File: src/rtl/record_pkg.sv
// Shared definitions for the 35-bit smart-house record path (memory unit, transmitter, receiver).
package record_pkg;

   localparam int REC_W            = 35;
   localparam int BIT_CNT_W        = $clog2(REC_W);
   localparam int FRAME_BITS_NOPAR = REC_W + 2;
   localparam int FRAME_BITS_PAR   = REC_W + 3;

   typedef enum logic [2:0] {
      IDLE,
      START,
      DATA,
      PAR,
      STOP
   } state_t;

   function automatic logic even_parity(input logic [REC_W-1:0] rec);
      return ^rec;
   endfunction

endpackage

File: src/rtl/record_serial_tx_if.sv
// Valid/ready record handshake between the memory unit (master) and the serial transmitter (slave).
interface record_serial_tx_if;
   import record_pkg::*;

   logic             rec_valid;
   logic [REC_W-1:0] rec_data;
   logic             rec_ready;

   modport master (output rec_valid, output rec_data, input  rec_ready);
   modport slave  (input  rec_valid, input  rec_data, output rec_ready);

endinterface

File: src/rtl/baud_tick_gen.sv
// Bit-period timer: counts 0..CLKS_PER_BIT-1 and flags the last and next-to-last cycle of each bit.
module baud_tick_gen #(
   parameter int CLKS_PER_BIT = 434
) (
   input  logic clk,
   input  logic arst,
   input  logic i_clr,
   output logic o_bit_end,
   output logic o_bit_pre_end
);

   localparam int            CW   = $clog2(CLKS_PER_BIT);
   localparam logic [CW-1:0] LAST = CW'(CLKS_PER_BIT - 1);
   localparam logic [CW-1:0] PRE  = CW'(CLKS_PER_BIT - 2);

   logic [CW-1:0] r_cnt;

   // NOTE: sequential state uses non-blocking assignments so every register samples pre-edge values.
   always_ff @(posedge clk) begin
      if (arst || i_clr) begin
         r_cnt <= '0;
      end else if (r_cnt == LAST) begin
         r_cnt <= '0;
      end else begin
         r_cnt <= r_cnt + CW'(1);
      end
   end

   assign o_bit_end     = (r_cnt == LAST);
   assign o_bit_pre_end = (r_cnt == PRE);

endmodule

File: src/rtl/record_serial_tx.sv
// Serial transmitter for 35-bit records: start, data LSB first, optional even parity, stop.
// Parity bit is enabled by defining RECORD_SERIAL_TX_PARITY_EN.
module record_serial_tx #(
   parameter int CLKS_PER_BIT = 434,
   parameter int CNT_W        = 8
) (
   input  logic               clk,
   input  logic               arst,
   record_serial_tx_if.slave  rec_if,
   output logic               tx,
   output logic               tx_busy,
   output logic               frame_done,
   output logic [CNT_W-1:0]   frames_sent
);
   import record_pkg::*;

   localparam logic [BIT_CNT_W-1:0] LAST_BIT = BIT_CNT_W'(REC_W - 1);

   state_t               r_state;
   logic [REC_W-1:0]     r_shift;
   logic [BIT_CNT_W-1:0] r_bit_cnt;
   logic                 r_tx;
   logic                 r_busy;
   logic                 r_ready;
   logic                 r_done;
   logic [CNT_W-1:0]     r_frames;
`ifdef RECORD_SERIAL_TX_PARITY_EN
   logic                 r_par;
`endif

   logic w_bit_end;
   logic w_bit_pre_end;
   logic w_xfer;
   logic w_idle;

   assign w_xfer = rec_if.rec_valid & r_ready;
   assign w_idle = (r_state == IDLE);

   baud_tick_gen #(
      .CLKS_PER_BIT (CLKS_PER_BIT)
   ) u_baud (
      .clk           (clk),
      .arst          (arst),
      .i_clr         (w_idle),
      .o_bit_end     (w_bit_end),
      .o_bit_pre_end (w_bit_pre_end)
   );

   always_ff @(posedge clk) begin
      if (arst) begin
         r_state   <= IDLE;
         // NOTE: the shift register is cleared too, so nothing from an aborted frame survives reset.
         r_shift   <= '0;
         r_bit_cnt <= '0;
         r_tx      <= 1'b1;
         r_busy    <= 1'b0;
         r_ready   <= 1'b0;
         r_done    <= 1'b0;
         r_frames  <= '0;
`ifdef RECORD_SERIAL_TX_PARITY_EN
         r_par     <= 1'b0;
`endif
      end else begin
         r_done <= 1'b0;
         case (r_state)
            IDLE: begin
               r_tx    <= 1'b1;
               r_busy  <= 1'b0;
               r_ready <= 1'b1;
               if (w_xfer) begin
                  r_state   <= START;
                  r_shift   <= rec_if.rec_data;
                  r_bit_cnt <= '0;
                  r_tx      <= 1'b0;
                  r_busy    <= 1'b1;
                  r_ready   <= 1'b0;
`ifdef RECORD_SERIAL_TX_PARITY_EN
                  r_par     <= even_parity(rec_if.rec_data);
`endif
               end
            end

            START: begin
               if (w_bit_end) begin
                  r_state <= DATA;
                  r_tx    <= r_shift[0];
                  r_shift <= r_shift >> 1;
               end
            end

            DATA: begin
               if (w_bit_end) begin
                  if (r_bit_cnt == LAST_BIT) begin
`ifdef RECORD_SERIAL_TX_PARITY_EN
                     r_state <= PAR;
                     r_tx    <= r_par;
`else
                     r_state <= STOP;
                     r_tx    <= 1'b1;
`endif
                  end else begin
                     r_bit_cnt <= r_bit_cnt + BIT_CNT_W'(1);
                     r_tx      <= r_shift[0];
                     r_shift   <= r_shift >> 1;
                  end
               end
            end

            PAR: begin
               if (w_bit_end) begin
                  r_state <= STOP;
                  r_tx    <= 1'b1;
               end
            end

            STOP: begin
               // frame_done is registered, so it is raised one edge early to land in the last stop cycle.
               if (w_bit_pre_end) begin
                  r_done <= 1'b1;
               end
               if (w_bit_end) begin
                  r_state  <= IDLE;
                  r_busy   <= 1'b0;
                  r_ready  <= 1'b1;
                  r_frames <= r_frames + CNT_W'(1);
               end
            end

            default: begin
               r_state <= IDLE;
               r_tx    <= 1'b1;
               r_busy  <= 1'b0;
            end
         endcase
      end
   end

   assign tx               = r_tx;
   assign tx_busy          = r_busy;
   assign frame_done       = r_done;
   assign frames_sent      = r_frames;
   assign rec_if.rec_ready = r_ready;

endmodule

File: src/flat_wrapper.sv
// flat-port wrapper written by rule: the top's interface ports become plain ports
module record_serial_tx_flat import record_pkg::*;
#(
   parameter int CLKS_PER_BIT = 434,
   parameter int CNT_W        = 8
)
  (clk, arst, tx, tx_busy, frame_done, frames_sent, rec_if_rec_valid, rec_if_rec_data, rec_if_rec_ready);
  record_serial_tx_if rec_if_i ();
  input  logic clk;
  input  logic arst;
  output logic tx;
  output logic tx_busy;
  output logic frame_done;
  output logic [CNT_W-1:0] frames_sent;
  input wire logic [$bits(rec_if_i.rec_valid)-1:0] rec_if_rec_valid;
  input wire logic [$bits(rec_if_i.rec_data)-1:0] rec_if_rec_data;
  output wire logic [$bits(rec_if_i.rec_ready)-1:0] rec_if_rec_ready;
  assign rec_if_i.rec_valid = rec_if_rec_valid;
  assign rec_if_i.rec_data = rec_if_rec_data;
  assign rec_if_rec_ready = rec_if_i.rec_ready;
  record_serial_tx #(.CLKS_PER_BIT(CLKS_PER_BIT), .CNT_W(CNT_W)) u_core (.clk(clk), .arst(arst), .rec_if(rec_if_i), .tx(tx), .tx_busy(tx_busy), .frame_done(frame_done), .frames_sent(frames_sent));
endmodule
File: config.mk
export PLATFORM = sky130hd
export DESIGN_NAME = record_serial_tx_flat
export DESIGN_NICKNAME = d
export VERILOG_FILES = /design/src/rtl/record_pkg.sv /design/src/rtl/record_serial_tx_if.sv /design/src/rtl/baud_tick_gen.sv /design/src/rtl/record_serial_tx.sv /design/src/flat_wrapper.sv
export SDC_FILE = /design/constraint.sdc
export NUM_CORES = 1
export LEC_CHECK = 0
export CORE_MARGIN = 4
export CORE_UTILIZATION = 55
export CTS_BUF_LIST = sky130_fd_sc_hd__clkbuf_8
export DETAILED_ROUTE_END_ITERATION = 12
export DONT_BUFFER_PORTS = 1
export GPL_ROUTABILITY_DRIVEN = 0
export HOLD_SLACK_MARGIN = 0.02
export PLACE_DENSITY = 0.78
export SLEW_MARGIN = 20
export SYNTH_ARGS = -nofsm -noshare
export SYNTH_HDL_FRONTEND = slang
export SYNTH_SLANG_ARGS = --single-unit
File: constraint.sdc
create_clock -name clk -period 2.3 [get_ports clk]
set_input_delay 0.46 -clock clk [delete_from_list [all_inputs] [get_ports clk]]
set_output_delay 0.46 -clock clk [all_outputs]
set_load 0.01 [all_outputs]
==> results of run 1 <==
## metal layers
metal / global-route usage / routed length, um / part of all wire / vias up
met4: 0.114 / 177 / 0.024 / 0
li1: - / - / - / 1405
met1: 0.271 / 3310 / 0.45 / 1365
met2: 0.343 / 3570 / 0.48 / 72
met5: 0 / 0 / 0 / -
met3: 0.0481 / 346 / 0.047 / 15
## critical path: cells and delay by family, from the launching register on
family          cells  cell delay (ns)
compound gates      4             0.84
buf+inv             1             0.37
flops               1             0.68
## final cells by class
class,count,area (um2)
Sequential cell,65,1300
Timing Repair Buffer,11,108
Clock inverter,7,134
Inverter,7,26.3
Multi-Input combinational cell,270,1720
Clock buffer,9,124
Tap cell,72,90.1
Fill cell,481,2070
## power by group
group / switching (uW) / internal, uW / total (uW) / leakage, uW
Combinational: 185 / 138 / 323 / 0.000439
Sequential: 53.4 / 1210 / 1260 / 0.000531
Clock: 443 / 822 / 1260 / 0.000134
## worst min-delay path by stage
stage | slack (ns) | endpoint | startpoint
after detailed placement | 0.46 | u_core.r_shift[34]$_SDFFE_PP0P_ | u_core.r_shift[34]$_SDFFE_PP0P_
after CTS | 0.16 | u_core.r_shift[27]$_SDFFE_PP0P_ | arst
after global routing | 0.15 | u_core.r_shift[3]$_SDFFE_PP0P_ | arst
after floorplan | 0.44 | u_core.u_baud.r_cnt[0]$_SDFF_PP0_ | u_core.u_baud.r_cnt[0]$_SDFF_PP0_
after global placement | 0.46 | u_core.r_shift[18]$_SDFFE_PP0P_ | u_core.r_shift[19]$_SDFFE_PP0P_
final | 0.19 | u_core.r_shift[15]$_SDFFE_PP0P_ | arst
## registers in the layout (all words and copies together) (netlist names)
signal / cells
u_core.r_shift: 35
u_core.u_baud.r_cnt: 9
u_core.frames_sent: 8
u_core.r_bit_cnt: 6
u_core.r_state: 3
u_core.frame_done: 1
u_core.rec_if.rec_ready: 1
u_core.tx: 1
u_core.tx_busy: 1
## per-stage QoR
stage,setup slack (ns),total power [uW]
detailed placement,0.353,1610
global placement,0.416,1600
global route,0.143,2960
floorplan,0.524,1540
finish,0.287,2850
CTS,0.341,2870
## cells by family after synthesis
group | after synthesis | synth area share
DFF | 65 | 0.406
xor gates and xnor gates | 10 | 0.0297
AOI/OAI and AO/OA | 145 | 0.297
adders and majority gates | 6 | 0.0234
and+or+nand+nor | 108 | 0.179
buffers and inverters | 43 | 0.0617
muxes | 1 | 0.00313
## cell usage after synthesis (2+ instances only)
library cell,count,area share
o211ai_1,2,0.0047
or3_1,8,0.016
a211o_1,2,0.0055
nor2_1,17,0.020
or4_1,4,0.0094
nand3b_1,2,0.0047
dfxtp_1,65,0.41
nor3b_1,3,0.0070
clkbuf_1,17,0.020
nand4_1,2,0.0039
a211oi_2,2,0.0078
nand2_1,40,0.047
inv_1,7,0.0082
nor4_1,2,0.0039
nand3_1,11,0.017
and3_1,4,0.0078
nand4bb_1,2,0.0070
nor3_1,3,0.0047
a21oi_1,18,0.028
buf_2,14,0.022
ha_1,6,0.023
o21ai_0,42,0.066
a31oi_1,34,0.066
xnor2_1,6,0.016
xor2_1,3,0.0082
a211oi_1,2,0.0047
buf_4,5,0.012
o31ai_1,6,0.014
a311oi_1,34,0.093
==> flow_metrics.tcl, run 1 <==
set metrics [dict create \
    crit_fanout 34 \
    drt-pass1-iter-count 5 \
    place_inst 425 \
    grt_pass1_wl_mm 12.6 \
    cts_max_level 3 \
    post_cts_buffers 0 \
    netlist_area_um2 3200 \
    seq_area_frac_synth 0.406 \
    cts_tree "done" \
    area_growth_pct 9.30 \
    grtUsageTotal 0.215 \
    wl_mm 7.41 \
    arrival_ns 2.25 \
    dpl_cell_area_um2 3240 \
    ys.flop_type "dfxtp_1" \
    syn_nets 422 \
    io_pins 50 \
    leakage_uw 0.00110 \
    clock_latency_ns 0.35 \
    synth_warnings 0 \
    start_kind "register" \
    rsz0062_at_grt "no" \
    diodes 0 \
    worst_pin_slew_ns 0.561 \
    cp_slowest_cell "dfxtp_1" \
    grt_overflow 0 \
    postCtsHoldBufs 0 \
    core_area_um2 5570 \
    synth-seq-cells 65 \
    nNetsFinal 408 \
    yosysUniqueCellTypes 44 \
    avgSynthCellArea_um2 8.47 \
    timing.critical_path.from "u_core.r_state[0]$_SDFFE_PP0P_" \
    whs_path_depth 1 \
    via_per_inst 6.48 \
    final_cell_mix "65 x dfxtp_1, 42 x o21ai_0, 40 x nand2_1" \
    postSynthCellCount 378 \
    vias 2857 \
    dieArea_um2 7110 \
    status "finished, final reports clean" \
    worstReg2RegEnd "u_core.r_shift[7]$_SDFFE_PP0P_" \
    rows 27 \
    final_cells 441 \
    worstReg2RegStart "u_core.r_state[0]$_SDFFE_PP0P_" \
    maxSlewHeadroom 0.625 \
    clock_path_buffers 2 \
    ff2ff_setup_slack_ns 0.29 \
    start_util 0.575 \
    grt_pass1_vias 2731 \
    pwr_density_cell_nw_per_um2 814 \
    hold_class "in2reg" \
    drtIter0Drc 217 \
    numCtsBuffers 9 \
    fin_tns_setup_ns 0 \
    rr_worst_depth 5 \
    wl_per_cell_um 16.8 \
    dp_hpwl_mm 4.64 \
    cts_sinks 65 \
    hold_slack_ns 0.185 \
    antenna_found_initial 0 \
    worst_path_largest_cell_delay_ns 0.68 \
    timing.fmax_ghz 0.497 \
    path_clk_slew_ns 0.07 \
    die_w_um 84.3 \
    hold_viol 0 \
    drv_slew 0 \
    final_core_util 0.628 \
    root_buffer "clkbuf_8" \
    cts_resized 0 \
    fin_crit_sh 0.875 \
    endpoint_kind "register" \
    final_common_cell "dfxtp_1" \
    grt_max_degree 55 \
    synth_edf_count 0 \
    die_h_um 84.3 \
    ir_drop_mv 0.458 \
    worstSetupPathType "reg2reg" \
    io_buffers 0 \
    drc 0 \
    async_flop_share 0 \
    detail-route-antenna-nets 0 \
    skew_ns 0.0117 \
    crit_end "u_core.r_shift[7]$_SDFFE_PP0P_" \
    setup_violations 0 \
    critPathRequiredTime_ns 2.54 \
    min_period_ns 2.01 \
    crit_path_cell_trace "a211oi_1 -> a211oi_4 -> buf_4 -> a31oi_1 -> a311oi_1" \
    final_layout_size_suffix_gt1_frac 0.0949 \
    final_area_um2 3500 \
    cap_violations 0 \
]
Note: power is estimated with default switching activity, not from simulation.
==> run 2, diff against run 1 <==
--- a/config.mk
+++ b/config.mk
@@ -5,6 +5,7 @@
 export SDC_FILE = /design/constraint.sdc
 export NUM_CORES = 1
 export LEC_CHECK = 0
+export CORE_ASPECT_RATIO = 1.2
 export CORE_MARGIN = 4
 export CORE_UTILIZATION = 55
 export CTS_BUF_LIST = sky130_fd_sc_hd__clkbuf_8
==> run 2 against run 1 <==
Compared with the run above: total power up 4.9%; critical path depth up 2; worst hold slack got worse by 0.0045 ns.
==> flow_metrics.tcl, run 2 (same netlist as run 1, synthesis figures left out) <==
set metrics [dict create \
    io_buffers 0 \
    final_common_cell "dfxtp_1" \
    numCtsBuffers 9 \
    use_met1 0.282 \
    root_buffer "clkbuf_8" \
    cts_resized 0 \
    grt_pass1_wl_mm 13.0 \
    min_period_ns 2.08 \
    worst_slack_ns 0.221 \
    endpoint_kind "register" \
    nNetsFinal 418 \
    die_w_um 77.7 \
    grtUsageTotal 0.225 \
    cts_max_level 3 \
    fin_crit_sh 0.904 \
    wl_mm 7.59 \
    drv_slew 0 \
    diodes 0 \
    crit_fanout 18 \
    start_kind "register" \
    grt_pass1_vias 2841 \
    setup_violations 0 \
    top_usage_layer "met2" \
    cp_slowest_cell "nor3_4" \
    detail-route-antenna-nets 0 \
    pwr_density_cell_nw_per_um2 830 \
    skew_ns 0.0101 \
    drt-pass1-iter-count 5 \
    postCtsHoldBufs 0 \
    ir_drop_mv 0.586 \
    clock_latency_ns 0.35 \
    drc 0 \
    status "finished, final reports clean" \
    grt_max_degree 55 \
    met2_usage 0.360 \
    arrival_ns 2.30 \
    via_per_inst 6.41 \
    critPathRequiredTime_ns 2.52 \
    rsz0062_at_grt "no" \
    post_cts_buffers 0 \
    crit_family "simple AND/OR/NAND/NOR gates" \
    area_growth_pct 12.4 \
    vias 2940 \
    grt_util_met3 0.0565 \
    dieArea_um2 7110 \
    timing.fmax_ghz 0.481 \
    worst_path_largest_cell_delay_ns 0.64 \
    cts_sinks 65 \
    antenna_found_initial 0 \
    cap_violations 0 \
    cts_tree "done" \
    grt_overflow 0 \
    hold_viol 0 \
    drtIter0Drc 317 \
    maxSlewHeadroom 0.511 \
    rows 30 \
    wl_per_cell_um 16.5 \
    path_clk_slew_ns 0.07 \
    dp_hpwl_mm 4.96 \
    worst_pin_slew_ns 0.731 \
    hold_class "in2reg" \
    crit_path_cell_trace "inv_1 -> ha_1 -> nor4b_2 -> and3_1 -> nor3_4 -> buf_8 -> a311oi_1" \
    dpl_worst_slack_ns 0.251 \
    leakage_uw 0.00116 \
    final_cell_mix "65 x dfxtp_1, 42 x o21ai_0, 40 x nand2_1" \
    largest_reg_flops 35 \
    start_util 0.565 \
    cp.buffers_inverters 2 \
    fin_tns_setup_ns 0 \
    largest_register "u_core.r_shift" \
    worstSetupPathType "reg2reg" \
    die_h_um 91.6 \
    clock_path_buffers 2 \
    final_layout_size_suffix_gt1_frac 0.121 \
    core_area_um2 5670 \
    io_pins 50 \
]
## run 2: per-stage QoR
step                power (uW)  hold slack [ns]  instance area (um2)  instances   util
finish                    2990            0.181                 3600        459  0.635
global route              3110            0.162                 3600        459  0.635
CTS                       3020            0.161                 3600        459  0.635
detailed placement        1610            0.463                 3310        443  0.584
global placement          1590            0.454                 3300        442  0.581
floorplan                 1540            0.441                 3200        378      -
## run 2: power by group
| part | internal, uW | switching, uW |
|---|---|---|
| Sequential | 1210 | 45.9 |
| Clock | 941 | 458 |
| Combinational | 140 | 196 |
## run 2: layout make-up
cell class                      instances  area, um2
Clock buffer                            9        124
Fill cell                             484       2070
Multi-Input combinational cell        270       1720
Timing Repair Buffer                   21        165
Clock inverter                          7        166
Sequential cell                        65       1300
Tap cell                               80        100
Inverter                                7       26.3
## run 2: worst paths after layout
path | from | endpoint | slack (ns) | cells past startpoint
setup / recovery | u_core.r_bit_cnt[0]$_SDFFE_PP0P_ | u_core.r_shift[24]$_SDFFE_PP0P_ | 0.22 | 7
hold / removal | arst | u_core.r_state[0]$_SDFFE_PP0P_ | 0.18 | 1
setup reg to reg | u_core.r_bit_cnt[0]$_SDFFE_PP0P_ | u_core.r_shift[24]$_SDFFE_PP0P_ | 0.22 | 7
hold reg to reg | u_core.r_shift[22]$_SDFFE_PP0P_ | u_core.r_shift[21]$_SDFFE_PP0P_ | 0.48 | 2
## run 2: routing by layer
metal	routed length [um]	up-vias
met3	464	14
met2	3740	96
li1	-	1427
met4	161	0
met1	3230	1403
met5	0	-
## run 2: worst reg2reg max path: cells and delay by family (launching register included)
family	cells	cell delay (ns)
AO/OA/AOI/OAI	1	0.11
AND/OR/NAND/NOR	3	1.04
adder cells (fa/ha/maj)	1	0.18
flip-flops	1	0.33
buffers and inverters	2	0.30
